### src/rtl/legv8_cu_pkg.sv
// ============================================================================
//  legv8_cu_pkg
//  Shared definitions for the LEGv8 multi-cycle control unit: control-word
//  field offsets, ALU/PC select codes, FSM states, opcodes, branch conditions.
//  Rev 1.0 - initial release
// ============================================================================
`default_nettype none

package legv8_cu_pkg;

  localparam int CW_W       = 34;
  localparam int CW_DA_LSB  = 0;
  localparam int CW_SA_LSB  = 5;
  localparam int CW_SB_LSB  = 10;
  localparam int CW_FS_LSB  = 15;
  localparam int CW_REGW    = 20;
  localparam int CW_RAMW    = 21;
  localparam int CW_EN_MEM  = 22;
  localparam int CW_EN_ALU  = 23;
  localparam int CW_EN_PC   = 24;
  localparam int CW_BSEL    = 25;
  localparam int CW_PS_LSB  = 26;
  localparam int CW_SL      = 28;
  localparam int CW_IL      = 30;
  localparam int CW_NS_LSB  = 31;

  // FS = {op[2:0], invA, invB}
  localparam logic [4:0] FS_AND = 5'b00000;
  localparam logic [4:0] FS_OR  = 5'b00100;
  localparam logic [4:0] FS_ADD = 5'b01000;
  localparam logic [4:0] FS_SUB = 5'b01001;
  localparam logic [4:0] FS_EOR = 5'b01100;
  localparam logic [4:0] FS_LSL = 5'b10000;
  localparam logic [4:0] FS_LSR = 5'b10100;

  localparam logic [1:0] PS_HOLD = 2'b00;
  localparam logic [1:0] PS_INC  = 2'b01;
  localparam logic [1:0] PS_REG  = 2'b10;
  localparam logic [1:0] PS_REL  = 2'b11;

  typedef enum logic [1:0] {
    ST_FETCH = 2'b00,
    ST_EXEC  = 2'b01,
    ST_EXEC2 = 2'b10
  } state_e;

  localparam logic [10:0] OP_ADD   = 11'b10001011000;
  localparam logic [10:0] OP_SUB   = 11'b11001011000;
  localparam logic [10:0] OP_AND   = 11'b10001010000;
  localparam logic [10:0] OP_ORR   = 11'b10101010000;
  localparam logic [10:0] OP_EOR   = 11'b11001010000;
  localparam logic [10:0] OP_ADDS  = 11'b10101011000;
  localparam logic [10:0] OP_SUBS  = 11'b11101011000;
  localparam logic [10:0] OP_ANDS  = 11'b11101010000;
  localparam logic [10:0] OP_LSL   = 11'b11010011011;
  localparam logic [10:0] OP_LSR   = 11'b11010011010;
  localparam logic [10:0] OP_LDUR  = 11'b11111000010;
  localparam logic [10:0] OP_STUR  = 11'b11111000000;
  localparam logic [10:0] OP_BR    = 11'b11010110000;

  localparam logic [9:0]  OP_ADDI  = 10'b1001000100;
  localparam logic [9:0]  OP_SUBI  = 10'b1101000100;
  localparam logic [9:0]  OP_ANDI  = 10'b1001001000;
  localparam logic [9:0]  OP_ORRI  = 10'b1011001000;
  localparam logic [9:0]  OP_EORI  = 10'b1101001000;
  localparam logic [9:0]  OP_ADDIS = 10'b1011000100;
  localparam logic [9:0]  OP_SUBIS = 10'b1111000100;
  localparam logic [9:0]  OP_ANDIS = 10'b1111001000;

  localparam logic [8:0]  OP_MOVZ  = 9'b110100101;
  localparam logic [8:0]  OP_MOVK  = 9'b111100101;

  localparam logic [7:0]  OP_CBZ   = 8'b10110100;
  localparam logic [7:0]  OP_CBNZ  = 8'b10110101;
  localparam logic [7:0]  OP_BCOND = 8'b01010100;

  localparam logic [5:0]  OP_B     = 6'b000101;
  localparam logic [5:0]  OP_BL    = 6'b100101;

  localparam logic [3:0] COND_EQ = 4'h0;
  localparam logic [3:0] COND_NE = 4'h1;
  localparam logic [3:0] COND_HS = 4'h2;
  localparam logic [3:0] COND_LO = 4'h3;
  localparam logic [3:0] COND_MI = 4'h4;
  localparam logic [3:0] COND_PL = 4'h5;
  localparam logic [3:0] COND_VS = 4'h6;
  localparam logic [3:0] COND_VC = 4'h7;
  localparam logic [3:0] COND_HI = 4'h8;
  localparam logic [3:0] COND_LS = 4'h9;
  localparam logic [3:0] COND_GE = 4'hA;
  localparam logic [3:0] COND_LT = 4'hB;
  localparam logic [3:0] COND_GT = 4'hC;
  localparam logic [3:0] COND_LE = 4'hD;

  function automatic logic cond_holds(input logic [3:0] cond,
                                      input logic n, input logic z,
                                      input logic c, input logic v);
    logic r;
    case (cond)
      COND_EQ: r = z;
      COND_NE: r = ~z;
      COND_HS: r = c;
      COND_LO: r = ~c;
      COND_MI: r = n;
      COND_PL: r = ~n;
      COND_VS: r = v;
      COND_VC: r = ~v;
      COND_HI: r = c & ~z;
      COND_LS: r = ~(c & ~z);
      COND_GE: r = (n == v);
      COND_LT: r = (n != v);
      COND_GT: r = ~z & (n == v);
      COND_LE: r = ~(~z & (n == v));
      default: r = 1'b1;  // AL and NV both always
    endcase
    return r;
  endfunction

endpackage

`default_nettype wire

### src/rtl/control_unit_legv8_if.sv
// ============================================================================
//  control_unit_legv8_if
//  Instruction/status in, control word/immediate out between the instruction
//  register, the control unit (slave) and the datapath (master).
//  Rev 1.0 - initial release
// ============================================================================
`default_nettype none

interface control_unit_legv8_if;
  import legv8_cu_pkg::*;

  logic [31:0]     instruction;
  logic [4:0]      status;
  logic [CW_W-1:0] ControlWord;
  logic [63:0]     constant;

  modport master (
    output instruction,
    output status,
    input  ControlWord,
    input  constant
  );

  modport slave (
    input  instruction,
    input  status,
    output ControlWord,
    output constant
  );

endinterface

`default_nettype wire

### src/rtl/legv8_cu_decode.sv
// ============================================================================
//  legv8_cu_decode
//  Combinational decode of instruction + status into the EXEC/EXEC2 control
//  word and 64-bit immediate. MOVK second phase exists only with CU_MOVK_EN.
//  Rev 1.0 - initial release
// ============================================================================
`default_nettype none

module legv8_cu_decode
  import legv8_cu_pkg::*;
(
  input  logic [31:0]     instr_i,
  input  logic [4:0]      status_i,
  input  logic            exec2_i,
  output logic [CW_W-1:0] word_o,
  output logic [63:0]     const_o
);

  logic [10:0] op11;
  logic [9:0]  op10;
  logic [8:0]  op9;
  logic [7:0]  op8;
  logic [5:0]  op6;
  logic [4:0]  rd, rn, rm;

  logic [63:0] imm12, shamt, ldst_off, cb_off, br_off, mov_imm;
  logic [5:0]  mov_sh;
  logic        cond_ok;
`ifdef CU_MOVK_EN
  logic [63:0] mov_mask;
`endif

  logic       r_hit, r_sl, i_hit, i_sl;
  logic [4:0] r_fs, i_fs;

  logic [4:0] da, sa, sb, fs;
  logic       regw, ramw, en_mem, en_alu, en_pc, bsel, sl;
  logic [1:0] ps;
  state_e     ns;

  assign op11 = instr_i[31:21];
  assign op10 = instr_i[31:22];
  assign op9  = instr_i[31:23];
  assign op8  = instr_i[31:24];
  assign op6  = instr_i[31:26];
  assign rd   = instr_i[4:0];
  assign rn   = instr_i[9:5];
  assign rm   = instr_i[20:16];

  assign imm12    = {52'd0, instr_i[21:10]};
  assign shamt    = {58'd0, instr_i[15:10]};
  assign ldst_off = {{55{instr_i[20]}}, instr_i[20:12]};
  assign cb_off   = {{43{instr_i[23]}}, instr_i[23:5], 2'b00};
  assign br_off   = {{36{instr_i[25]}}, instr_i[25:0], 2'b00};
  assign mov_sh   = {instr_i[22:21], 4'b0000};
  assign mov_imm  = {48'd0, instr_i[20:5]} << mov_sh;
`ifdef CU_MOVK_EN
  assign mov_mask = ~(64'hFFFF << mov_sh);
`endif

  assign cond_ok = cond_holds(instr_i[3:0], status_i[1], status_i[4],
                              status_i[2], status_i[3]);

  always_comb begin
    r_hit = 1'b1;
    r_sl  = 1'b0;
    r_fs  = FS_ADD;
    case (op11)
      OP_ADD:  r_fs = FS_ADD;
      OP_ADDS: begin r_fs = FS_ADD; r_sl = 1'b1; end
      OP_SUB:  r_fs = FS_SUB;
      OP_SUBS: begin r_fs = FS_SUB; r_sl = 1'b1; end
      OP_AND:  r_fs = FS_AND;
      OP_ANDS: begin r_fs = FS_AND; r_sl = 1'b1; end
      OP_ORR:  r_fs = FS_OR;
      OP_EOR:  r_fs = FS_EOR;
      default: r_hit = 1'b0;
    endcase
  end

  always_comb begin
    i_hit = 1'b1;
    i_sl  = 1'b0;
    i_fs  = FS_ADD;
    case (op10)
      OP_ADDI:  i_fs = FS_ADD;
      OP_ADDIS: begin i_fs = FS_ADD; i_sl = 1'b1; end
      OP_SUBI:  i_fs = FS_SUB;
      OP_SUBIS: begin i_fs = FS_SUB; i_sl = 1'b1; end
      OP_ANDI:  i_fs = FS_AND;
      OP_ANDIS: begin i_fs = FS_AND; i_sl = 1'b1; end
      OP_ORRI:  i_fs = FS_OR;
      OP_EORI:  i_fs = FS_EOR;
      default:  i_hit = 1'b0;
    endcase
  end

  // Longest opcode patterns are tested first so shorter ones cannot shadow them.
  always_comb begin
    da      = '0;
    sa      = '0;
    sb      = '0;
    fs      = FS_AND;
    regw    = 1'b0;
    ramw    = 1'b0;
    en_mem  = 1'b0;
    en_alu  = 1'b0;
    en_pc   = 1'b0;
    bsel    = 1'b0;
    sl      = 1'b0;
    ps      = PS_INC;
    ns      = ST_FETCH;
    const_o = '0;

    if (exec2_i) begin
`ifdef CU_MOVK_EN
      if (op9 == OP_MOVK) begin
        da      = rd;
        sa      = rd;
        fs      = FS_OR;
        bsel    = 1'b1;
        regw    = 1'b1;
        en_alu  = 1'b1;
        const_o = mov_imm;
      end
`endif
    end else if (r_hit) begin
      da     = rd;
      sa     = rn;
      sb     = rm;
      fs     = r_fs;
      sl     = r_sl;
      regw   = 1'b1;
      en_alu = 1'b1;
    end else if (op11 == OP_LSL || op11 == OP_LSR) begin
      da      = rd;
      sa      = rn;
      fs      = (op11 == OP_LSL) ? FS_LSL : FS_LSR;
      regw    = 1'b1;
      en_alu  = 1'b1;
      bsel    = 1'b1;
      const_o = shamt;
    end else if (op11 == OP_LDUR) begin
      da      = rd;
      sa      = rn;
      fs      = FS_ADD;
      bsel    = 1'b1;
      en_mem  = 1'b1;
      regw    = 1'b1;
      const_o = ldst_off;
    end else if (op11 == OP_STUR) begin
      sa      = rn;
      sb      = rd;
      fs      = FS_ADD;
      bsel    = 1'b1;
      ramw    = 1'b1;
      const_o = ldst_off;
    end else if (op11 == OP_BR) begin
      sa = rn;
      ps = PS_REG;
    end else if (i_hit) begin
      da      = rd;
      sa      = rn;
      fs      = i_fs;
      sl      = i_sl;
      regw    = 1'b1;
      en_alu  = 1'b1;
      bsel    = 1'b1;
      const_o = imm12;
    end else if (op9 == OP_MOVZ) begin
      da      = rd;
      sa      = 5'd31;
      fs      = FS_OR;
      bsel    = 1'b1;
      regw    = 1'b1;
      en_alu  = 1'b1;
      const_o = mov_imm;
`ifdef CU_MOVK_EN
    end else if (op9 == OP_MOVK) begin
      // Clear the target halfword now, OR in the new value during EXEC2.
      da      = rd;
      sa      = rd;
      fs      = FS_AND;
      bsel    = 1'b1;
      regw    = 1'b1;
      en_alu  = 1'b1;
      ps      = PS_HOLD;
      ns      = ST_EXEC2;
      const_o = mov_mask;
`endif
    end else if (op8 == OP_CBZ || op8 == OP_CBNZ) begin
      sa      = rd;
      sb      = 5'd31;
      fs      = FS_OR;
      const_o = cb_off;
      // instr[24] is 0 for CBZ, 1 for CBNZ
      if (status_i[0] != instr_i[24]) ps = PS_REL;
    end else if (op8 == OP_BCOND) begin
      const_o = cb_off;
      if (cond_ok) ps = PS_REL;
    end else if (op6 == OP_B) begin
      const_o = br_off;
      ps      = PS_REL;
    end else if (op6 == OP_BL) begin
      const_o = br_off;
      ps      = PS_REL;
      da      = 5'd30;
      en_pc   = 1'b1;
      regw    = 1'b1;
    end
  end

  always_comb begin
    word_o                     = '0;
    word_o[CW_DA_LSB +: 5]     = da;
    word_o[CW_SA_LSB +: 5]     = sa;
    word_o[CW_SB_LSB +: 5]     = sb;
    word_o[CW_FS_LSB +: 5]     = fs;
    word_o[CW_REGW]            = regw;
    word_o[CW_RAMW]            = ramw;
    word_o[CW_EN_MEM]          = en_mem;
    word_o[CW_EN_ALU]          = en_alu;
    word_o[CW_EN_PC]           = en_pc;
    word_o[CW_BSEL]            = bsel;
    word_o[CW_PS_LSB +: 2]     = ps;
    word_o[CW_SL]              = sl;
    word_o[CW_NS_LSB +: 2]     = ns;
  end

endmodule

`default_nettype wire

### src/rtl/control_unit_legv8.sv
// ============================================================================
//  control_unit_legv8
//  LEGv8 multi-cycle control unit: FETCH/EXEC(/EXEC2) state register with
//  reset and FETCH muxing around the combinational decoder.
//  Optional feature macro: CU_MOVK_EN (enables MOVK and the EXEC2 state).
//  Rev 1.0 - initial release
// ============================================================================
`default_nettype none

module control_unit_legv8
  import legv8_cu_pkg::*;
(
  input  logic                 clock,
  input  logic                 reset,
  control_unit_legv8_if.slave  bus
);

  state_e          state_q, state_d;
  logic [CW_W-1:0] dec_word;
  logic [63:0]     dec_const;
  logic [CW_W-1:0] cw;
  logic [63:0]     k;

  legv8_cu_decode u_decode (
    .instr_i  (bus.instruction),
    .status_i (bus.status),
    .exec2_i  (state_q == ST_EXEC2),
    .word_o   (dec_word),
    .const_o  (dec_const)
  );

  always_ff @(posedge clock) begin
    if (reset) state_q <= ST_FETCH;
    else       state_q <= state_d;
  end

  // Reset forces an all-zero word so an interrupted instruction writes nothing.
  always_comb begin
    cw = '0;
    k  = '0;
    if (!reset) begin
      if (state_q == ST_FETCH) begin
        cw[CW_IL]            = 1'b1;
        cw[CW_NS_LSB +: 2]   = ST_EXEC;
      end else begin
        cw = dec_word;
        k  = dec_const;
      end
    end
  end

  assign state_d         = state_e'(cw[CW_NS_LSB +: 2]);
  assign bus.ControlWord = cw;
  assign bus.constant    = k;

endmodule

`default_nettype wire

### src/flat_wrapper.sv
// flat-port wrapper written by rule: the top's interface ports become plain ports
module control_unit_legv8_flat import legv8_cu_pkg::*;
  (clock, reset, bus_instruction, bus_status, bus_ControlWord, bus_constant);
  control_unit_legv8_if bus_i ();
  input  logic clock;
  input  logic reset;
  input wire logic [$bits(bus_i.instruction)-1:0] bus_instruction;
  input wire logic [$bits(bus_i.status)-1:0] bus_status;
  output wire logic [$bits(bus_i.ControlWord)-1:0] bus_ControlWord;
  output wire logic [$bits(bus_i.constant)-1:0] bus_constant;
  assign bus_i.instruction = bus_instruction;
  assign bus_i.status = bus_status;
  assign bus_ControlWord = bus_i.ControlWord;
  assign bus_constant = bus_i.constant;
  control_unit_legv8 u_core (.clock(clock), .reset(reset), .bus(bus_i));
endmodule
### config.mk
export PLATFORM = sky130hd
export DESIGN_NAME = control_unit_legv8_flat
export DESIGN_NICKNAME = d
export VERILOG_FILES = /design/src/rtl/legv8_cu_pkg.sv /design/src/rtl/control_unit_legv8_if.sv /design/src/rtl/legv8_cu_decode.sv /design/src/rtl/control_unit_legv8.sv /design/src/flat_wrapper.sv
export SDC_FILE = /design/constraint.sdc
export NUM_CORES = 1
export LEC_CHECK = 0
export CORE_AREA = 2 2 103 105
export DETAILED_ROUTE_END_ITERATION = 12
export DIE_AREA = 0 0 105 107
export PLACE_DENSITY = 0.71
export SLEW_MARGIN = 5
export SYNTH_ARGS = -nofsm -noshare
export SYNTH_HDL_FRONTEND = slang
export SYNTH_HIERARCHICAL = 1
export SYNTH_SLANG_ARGS = --single-unit
### constraint.sdc
create_clock -name clock -period 6.31 [get_ports clock]
set_input_delay 1.262 -clock clock [delete_from_list [all_inputs] [get_ports clock]]
set_output_delay 1.262 -clock clock [all_outputs]
set_load 0.005 [all_outputs]
== Word level (Yosys, flattened, before mapping) ==
Cells that the tools add are included.

* Bits in latches: 0
* ROM bits: 0
* Output and inout port bits: 98
* Input bits: 39
* Word-level logic and storage cells: 193
* Memories: 0
* Register bits after elaboration: 2
* Bits in writable memories: 0

* Equal/unequal tests: 44
* Mux-type cells: 127
* Bitwise logic cells: 8
* Div/mod/pow operators: 0
* $mul: 0
* Reduce and logical (&&, ||, !) cells: 12
* Shift operators: 1
* Magnitude comparators: 0
* Add/subtract/negate cells: 0

{| class="wikitable"
|+ Operator list
! operator !! number
|-
| two-way mux 64 bit || 14
|-
| two-way mux 5 bit || 37
|-
| equality test 11 bit, second input constant || 13
|-
| equality test 10 bit, second input constant || 8
|-
| << shifter 16 x 6 -> 64 bit || 1
|-
| two-way mux 1 bit || 53
|-
| two-way mux 33 bit || 1
|-
| one-hot mux 4 bit (4 select lines) || 2
|-
| two-way mux 2 bit || 15
|-
| two-way mux 29 bit || 1
|-
| equality test 4 bit, second input constant || 6
|-
| equality test 4 x 3 -> 1 bit, second input constant || 4
|-
| equality test 8 bit, second input constant || 2
|-
| OR reduction 8 bit || 2
|-
| one-hot mux 1 bit (14 select lines) || 1
|-
| equality test 9 bit, second input constant || 1
|-
| two-way mux 3 bit || 3
|-
| equality test 4 x 2 -> 1 bit, second input constant || 2
|-
| equality test 8 x 7 -> 1 bit, second input constant || 1
|-
| OR reduction 2 bit || 4
|-
| equality test 6 x 3 -> 1 bit, second input constant || 1
|-
| equality test 6 bit, second input constant || 1
|-
| NOT 1 bit || 6
|-
| OR reduction 3 bit || 2
|-
| other kinds (8) || 11
|}

== Logic depth before layout (Yosys ltp) ==
* Depth after elaboration: 17
* Gate-level depth with buffers: 10
* Depth with buffers taken out: 7

== Hierarchy ==
The synthesis kept the hierarchy.

{| class="wikitable"
|+ Modules (own cells, without submodules)
! module !! area each (um^2) !! times used !! sequential area each (um^2) !! cells each
|-
| legv8_cu_decode || 2607.5 || 1 || 0.0 || 455
|-
| control_unit_legv8 || 859.6 || 1 || 40.0 || 117
|}

== Worst setup path before layout ==
Ideal clock, no wire load.

* Path kind: input-to-output
* Start point: in bus_instruction[31]
* End point: out bus_constant[6]
* Slack: 1950 ps
* Required time: 5048 ps
* Buffers on the path: 2
* Stages: 9
* Arrival time: 3098 ps
* Cells stage by stage: buf_2 > or4b_4 > a211oi_2 > buf_6 > a221o_1 > a21oi_1 > or3_1 > a21oi_2 > and2_1

* Word-level cells in the longest chain between the ends: 15
* Elaborated cells between the ends (all ways): 47
* Those cells by class: eq/ne: 27; mux: 16; reduce/logical: 4

{| class="wikitable"
|+ Ends and longest elaborated chain
! item !! line !! text
|-
| start, declared || flat_wrapper.sv:7 || <nowiki>input wire logic [$bits(bus_i.instruction)-1:0] bus_instruction;</nowiki>
|-
| equality test 6 bit || legv8_cu_decode.sv:204 || <nowiki>end else if (op6 == OP_BL) begin</nowiki>
|-
| two-way mux 64 bit || legv8_cu_decode.sv:204 ||
|-
| two-way mux 64 bit || legv8_cu_decode.sv:201 || <nowiki>end else if (op6 == OP_B) begin</nowiki>
|-
| two-way mux 64 bit || legv8_cu_decode.sv:198 || <nowiki>end else if (op8 == OP_BCOND) begin</nowiki>
|-
| two-way mux 64 bit || legv8_cu_decode.sv:191 || <nowiki>end else if (op8 == OP_CBZ || op8 == OP_CBNZ) begin</nowiki>
|-
| two-way mux 64 bit || legv8_cu_decode.sv:170 || <nowiki>end else if (op9 == OP_MOVZ) begin</nowiki>
|-
| two-way mux 64 bit || legv8_cu_decode.sv:161 || <nowiki>end else if (i_hit) begin</nowiki>
|-
| two-way mux 64 bit || legv8_cu_decode.sv:158 || <nowiki>end else if (op11 == OP_BR) begin</nowiki>
|-
| two-way mux 64 bit || legv8_cu_decode.sv:151 || <nowiki>end else if (op11 == OP_STUR) begin</nowiki>
|-
| two-way mux 64 bit || legv8_cu_decode.sv:143 || <nowiki>end else if (op11 == OP_LDUR) begin</nowiki>
|-
| two-way mux 64 bit || legv8_cu_decode.sv:135 || <nowiki>end else if (op11 == OP_LSL || op11 == OP_LSR) begin</nowiki>
|-
| two-way mux 64 bit * || legv8_cu_decode.sv:127 || <nowiki>end else if (r_hit) begin</nowiki>
|-
| two-way mux 64 bit * || legv8_cu_decode.sv:115 || <nowiki>if (exec2_i) begin</nowiki>
|-
| net u_core.dec_const[6] || control_unit_legv8.sv:20 || <nowiki>logic [63:0] dec_const;</nowiki>
|-
| two-way mux 64 bit * || control_unit_legv8.sv:42 || <nowiki>if (state_q == ST_FETCH) begin</nowiki>
|-
| two-way mux 64 bit * || control_unit_legv8.sv:41 || <nowiki>if (!reset) begin</nowiki>
|-
| end, declared || flat_wrapper.sv:10 || <nowiki>output wire logic [$bits(bus_i.constant)-1:0] bus_constant;</nowiki>
|}

The timed path passes the listed nets; every way through them passes the cells marked *.

== Final worst setup path ==
* Start point: in bus_instruction[23]
* End point: out bus_constant[10]

* Word-level cells in the longest chain between the ends: 12
* Elaborated cells between the ends (all ways): 37
* Those cells by class: eq/ne: 22; mux: 12; reduce/logical: 3

{| class="wikitable"
|+ Ends and longest elaborated chain
! item !! line !! text
|-
| equality test 10 bit || legv8_cu_decode.sv:85 || <nowiki>case (op10)</nowiki>
|-
| OR reduction 8 bit (no line) || n/a ||
|-
| two-way mux 1 bit || legv8_cu_decode.sv:85 ||
|-
| two-way mux 64 bit || legv8_cu_decode.sv:161 ||
|-
| two-way mux 64 bit || legv8_cu_decode.sv:158 ||
|-
| two-way mux 64 bit || legv8_cu_decode.sv:151 ||
|-
| two-way mux 64 bit || legv8_cu_decode.sv:143 ||
|-
| two-way mux 64 bit || legv8_cu_decode.sv:135 ||
|-
| two-way mux 64 bit * || legv8_cu_decode.sv:127 ||
|-
| two-way mux 64 bit * || legv8_cu_decode.sv:115 ||
|-
| net u_core.dec_const[10] || control_unit_legv8.sv:20 ||
|-
| two-way mux 64 bit * || control_unit_legv8.sv:42 ||
|-
| two-way mux 64 bit * || control_unit_legv8.sv:41 ||
|}

Marked as above.

==> qor.csv <==
stage,metric,value,unit
status,status,finished clean,
die,Row Count,37,
clock_network,TritonCTS Buffers,3,
synth,post-synthesis simple-gate area fraction,0.4995,
timing,Worst Max-Slew Pin Slew,0.9675,ns
clock_network,cts-stage hold buffer count,0,
min_path,HP Class,reg -> reg,
timing,skew final,0.001130,ns
setup_path,r2r startpoint,u_core/state_q[1]$_SDFF_PP0_,
grt,Overflow after GRT,0,
finish,Finished Layout Cells,795,
pwr,Pwr Density,44.12,nW/um^2
finish,number of flip-flops in the largest register,2,
drt,Pre-Repair DR Iteration Count,6,
synth,synthesis-stage register bit count,2,
synth,Cell variety after synth,65,
placed_design,gp weighted congestion,0.9673,
min_path,Min-Delay Path Depth,2,
placed_design,placed insts,792,
drt,Metal-1 WL,6.034,mm
synth,largest family of logic cells by synthesized area,simple AND/OR/NAND/NOR gates,
setup_path,CP Class,in -> out,
drt,mean number of vias per cell,5.819,
clock_network,# resized after CTS,0,
clock_network,"Reg clk slew, reported paths",0.03,ns
setup_path,crit path DAT,4.31,ns
synth,syn avg cell area,6.061,sq um
setup_path,slowest CP cell,clkdlybuf4s50_1,
placed_design,Post-DP Area,4737,sq um
min_path,Hold EP,u_core/state_q[0]$_SDFF_PP0_,
die,die area,11240,sq um
synth,Synth Area in XOR/XNOR,0.01516,
finish,final core occ,0.4735,
clock_network,H-tree Lvls,1,
synth,post-synthesis mux area share,0.006496,
pwr,Design Power,210.8,uW
synth,Mapped Area,3467,sq um
timing,final worst setup slack,0.7406,ns
clock_network,Root Driver,clkbuf_8,
clock_network,clk sinks,2,
drt,met3 wire len,1.313,mm
synth,sequential cell area fraction in the yosys report,0.01155,
clock_network,postcts setup bufs,0,
drt,initial drt markers,527,
drt,top sig layer,met4,
finish,fraction of layout cells with a size suffix above 1,0.1168,
setup_path,critical-path cell list,clkdlybuf4s50_1 -> nor2b_1 -> and3_1 -> or3_1 -> a2111oi_4 -> o221ai_1 -> o21ai_0 -> and2_1 -> clkdlybuf4s50_1,
synth,Synth Area in Compound Gates,0.3288,
finish,register area,40.04,sq um
timing,Final period util,0.8826,
clock_network,"Clk Latency, worst-skew pair",0.21,ns
die,Starting Density,0.3435,
die,IO Pins,137,
placed_design,dpl hpwl,10.31,mm
synth,Synth Warn #,6,
finish,n_diodes,0,
grt,first-pass GRT wire length,21.94,mm
die,Die Span Y,107,microns
timing,"Hold Violations, Final",0,
placed_design,I/O Buffers,132,
setup_path,reg2reg path depth,2,
timing,Final Hold Slack,0.5958,ns
grt,initial antenna violation count,0,
finish,Area Overhead vs Synth,37.82,%
finish,fillers,1095,
drt,metal2 WL,6.439,mm
setup_path,CP Max Fanout,12,
min_path,start point of the worst min-delay path,u_core/state_q[0]$_SDFF_PP0_,
drt,"wirelength, routed",14.20,mm
timing,fmax,179.6,MHz
die,chip width,105,microns
pwr,Worst VDD drop,97.15,uV
setup_path,Startpoint Class,input pin,
placed_design,dpl ws,0.7910,ns
timing,Slew HR,0.3549,
pwr,Lkg Pwr,1.834,nW
finish,final net count,700,
grt,overall routing resource usage,0.2365,
setup_path,WP data required,5.05,ns
timing,unrepaired setup endpoints after global routing,false,
clock_network,CTS tree,yes,
timing,final setup violating endpoints,0,
setup_path,critical path endpoint category,output pin,
synth,Main synth FF type,dfxtp_1,
finish,Regs by FF count,u_core/state_q x2,
drt,Routed WL per cell,17.86,microns
drt,ANT nets after route,0,
setup_path,Max stage delay on crit path,0.75,ns
drt,Residual DRC,0,
timing,max-slew violation count,0,
synth,adder-cell share of the synthesized area,0,
setup_path,r2r setup slk,5.47,ns
synth,Post-synth EDFFs,0,
finish,area occupied by multi-input gates,2969,sq um
clock_network,Max Buffers Root-to-Sink,2,
grt,vias in the first global route,4226,
setup_path,worst r2r dst,u_core/state_q[0]$_SDFF_PP0_,
drt,Via Count,4626,
finish,post-route cell area,4778,sq um
timing,fin crit period,5.569,ns
setup_path,"most used cell, CP",clkdlybuf4s50_1,
die,Core Box Area,10090,sq um
finish,Biggest register,u_core/state_q,
grt,pin count of the biggest net entering global routing,98,
timing,post-route setup TNS,0,ns
synth,Synth async-reset ratio,0,
synth,synthesized instance count,572,
job,max_cap viols,0,
cells in the mapped netlist, types with 13 or more instances:
master    instances  share of area
a221oi_1         13          0.033
clkbuf_1         36          0.039
and3_1           21          0.038
buf_2            15          0.022
and2_4           23          0.058
and2_1           69           0.12
nor2_1           50          0.054
buf_4            14          0.030
nand2_1          56          0.061
o21ai_0          28          0.040
a21oi_1          75           0.11
critical path, delay by kind of cell:
kind,cells,cell delay (ns)
and+or+nand+nor,4,1.09
buffers and inverters,2,1.25
AOI/OAI and AO/OA,3,0.71
power breakdown:
group	internal [mW]	switching, mW	leakage (nW)	total, mW
combinational	0.0607	0.0859	1.80	0.147
clock	0.0403	0.00975	0.0216	0.0501
sequential	0.0136	0.000609	0.0166	0.0142
total	0.115	0.0962	1.83	0.211
metal layers:
metal | vias up | track usage
met1 | 2143 | 0.3220
li1 | 2161 | -
met5 | - | 0
met4 | 0 | 0.09238
met2 | 279 | 0.3734
met3 | 43 | 0.03708
kinds of logic after synthesis:
family                    count (synthesis)
other                                     1
and+or+nand+nor                         299
xor gates and xnor gates                  6
muxes                                     1
AOI/OAI and AO/OA                       175
DFF                                       2
buffers and inverters                    88
final cells by class:
cell class | instances | share of cell area
Timing Repair Buffer | 160 | 0.3205
Clock buffer | 3 | 0.008641
Inverter | 7 | 0.005499
Multi-Input combinational cell | 487 | 0.6214
Sequential cell | 2 | 0.008379
Tap cell | 136 | 0.03561
worst max path at each step:
stage | from | end
floorplan | bus_instruction[31] | bus_constant[6]
global placement | bus_instruction[28] | bus_constant[7]
detailed placement | bus_instruction[23] | bus_constant[10]
CTS | bus_instruction[23] | bus_constant[10]
global route | bus_instruction[28] | bus_constant[36]
finish | bus_instruction[23] | bus_constant[10]
layout by cell type, fill, tap and decap left out, types with 8 or more instances in the layout:
| cell | count |
|---|---|
| or3_1 | 8 |
| nor3_1 | 9 |
| and3_1 | 21 |
| nand2_1 | 56 |
| a221oi_1 | 13 |
| buf_4 | 28 |
| a22oi_1 | 10 |
| and2_1 | 69 |
| o21a_1 | 8 |
| nor2b_1 | 10 |
| and2_4 | 23 |
| clkdlybuf4s50_1 | 132 |
| a21oi_1 | 75 |
| a221o_1 | 10 |
| o21ai_0 | 28 |
| nor2_1 | 50 |
Note: power is estimated with default switching activity, not from simulation.
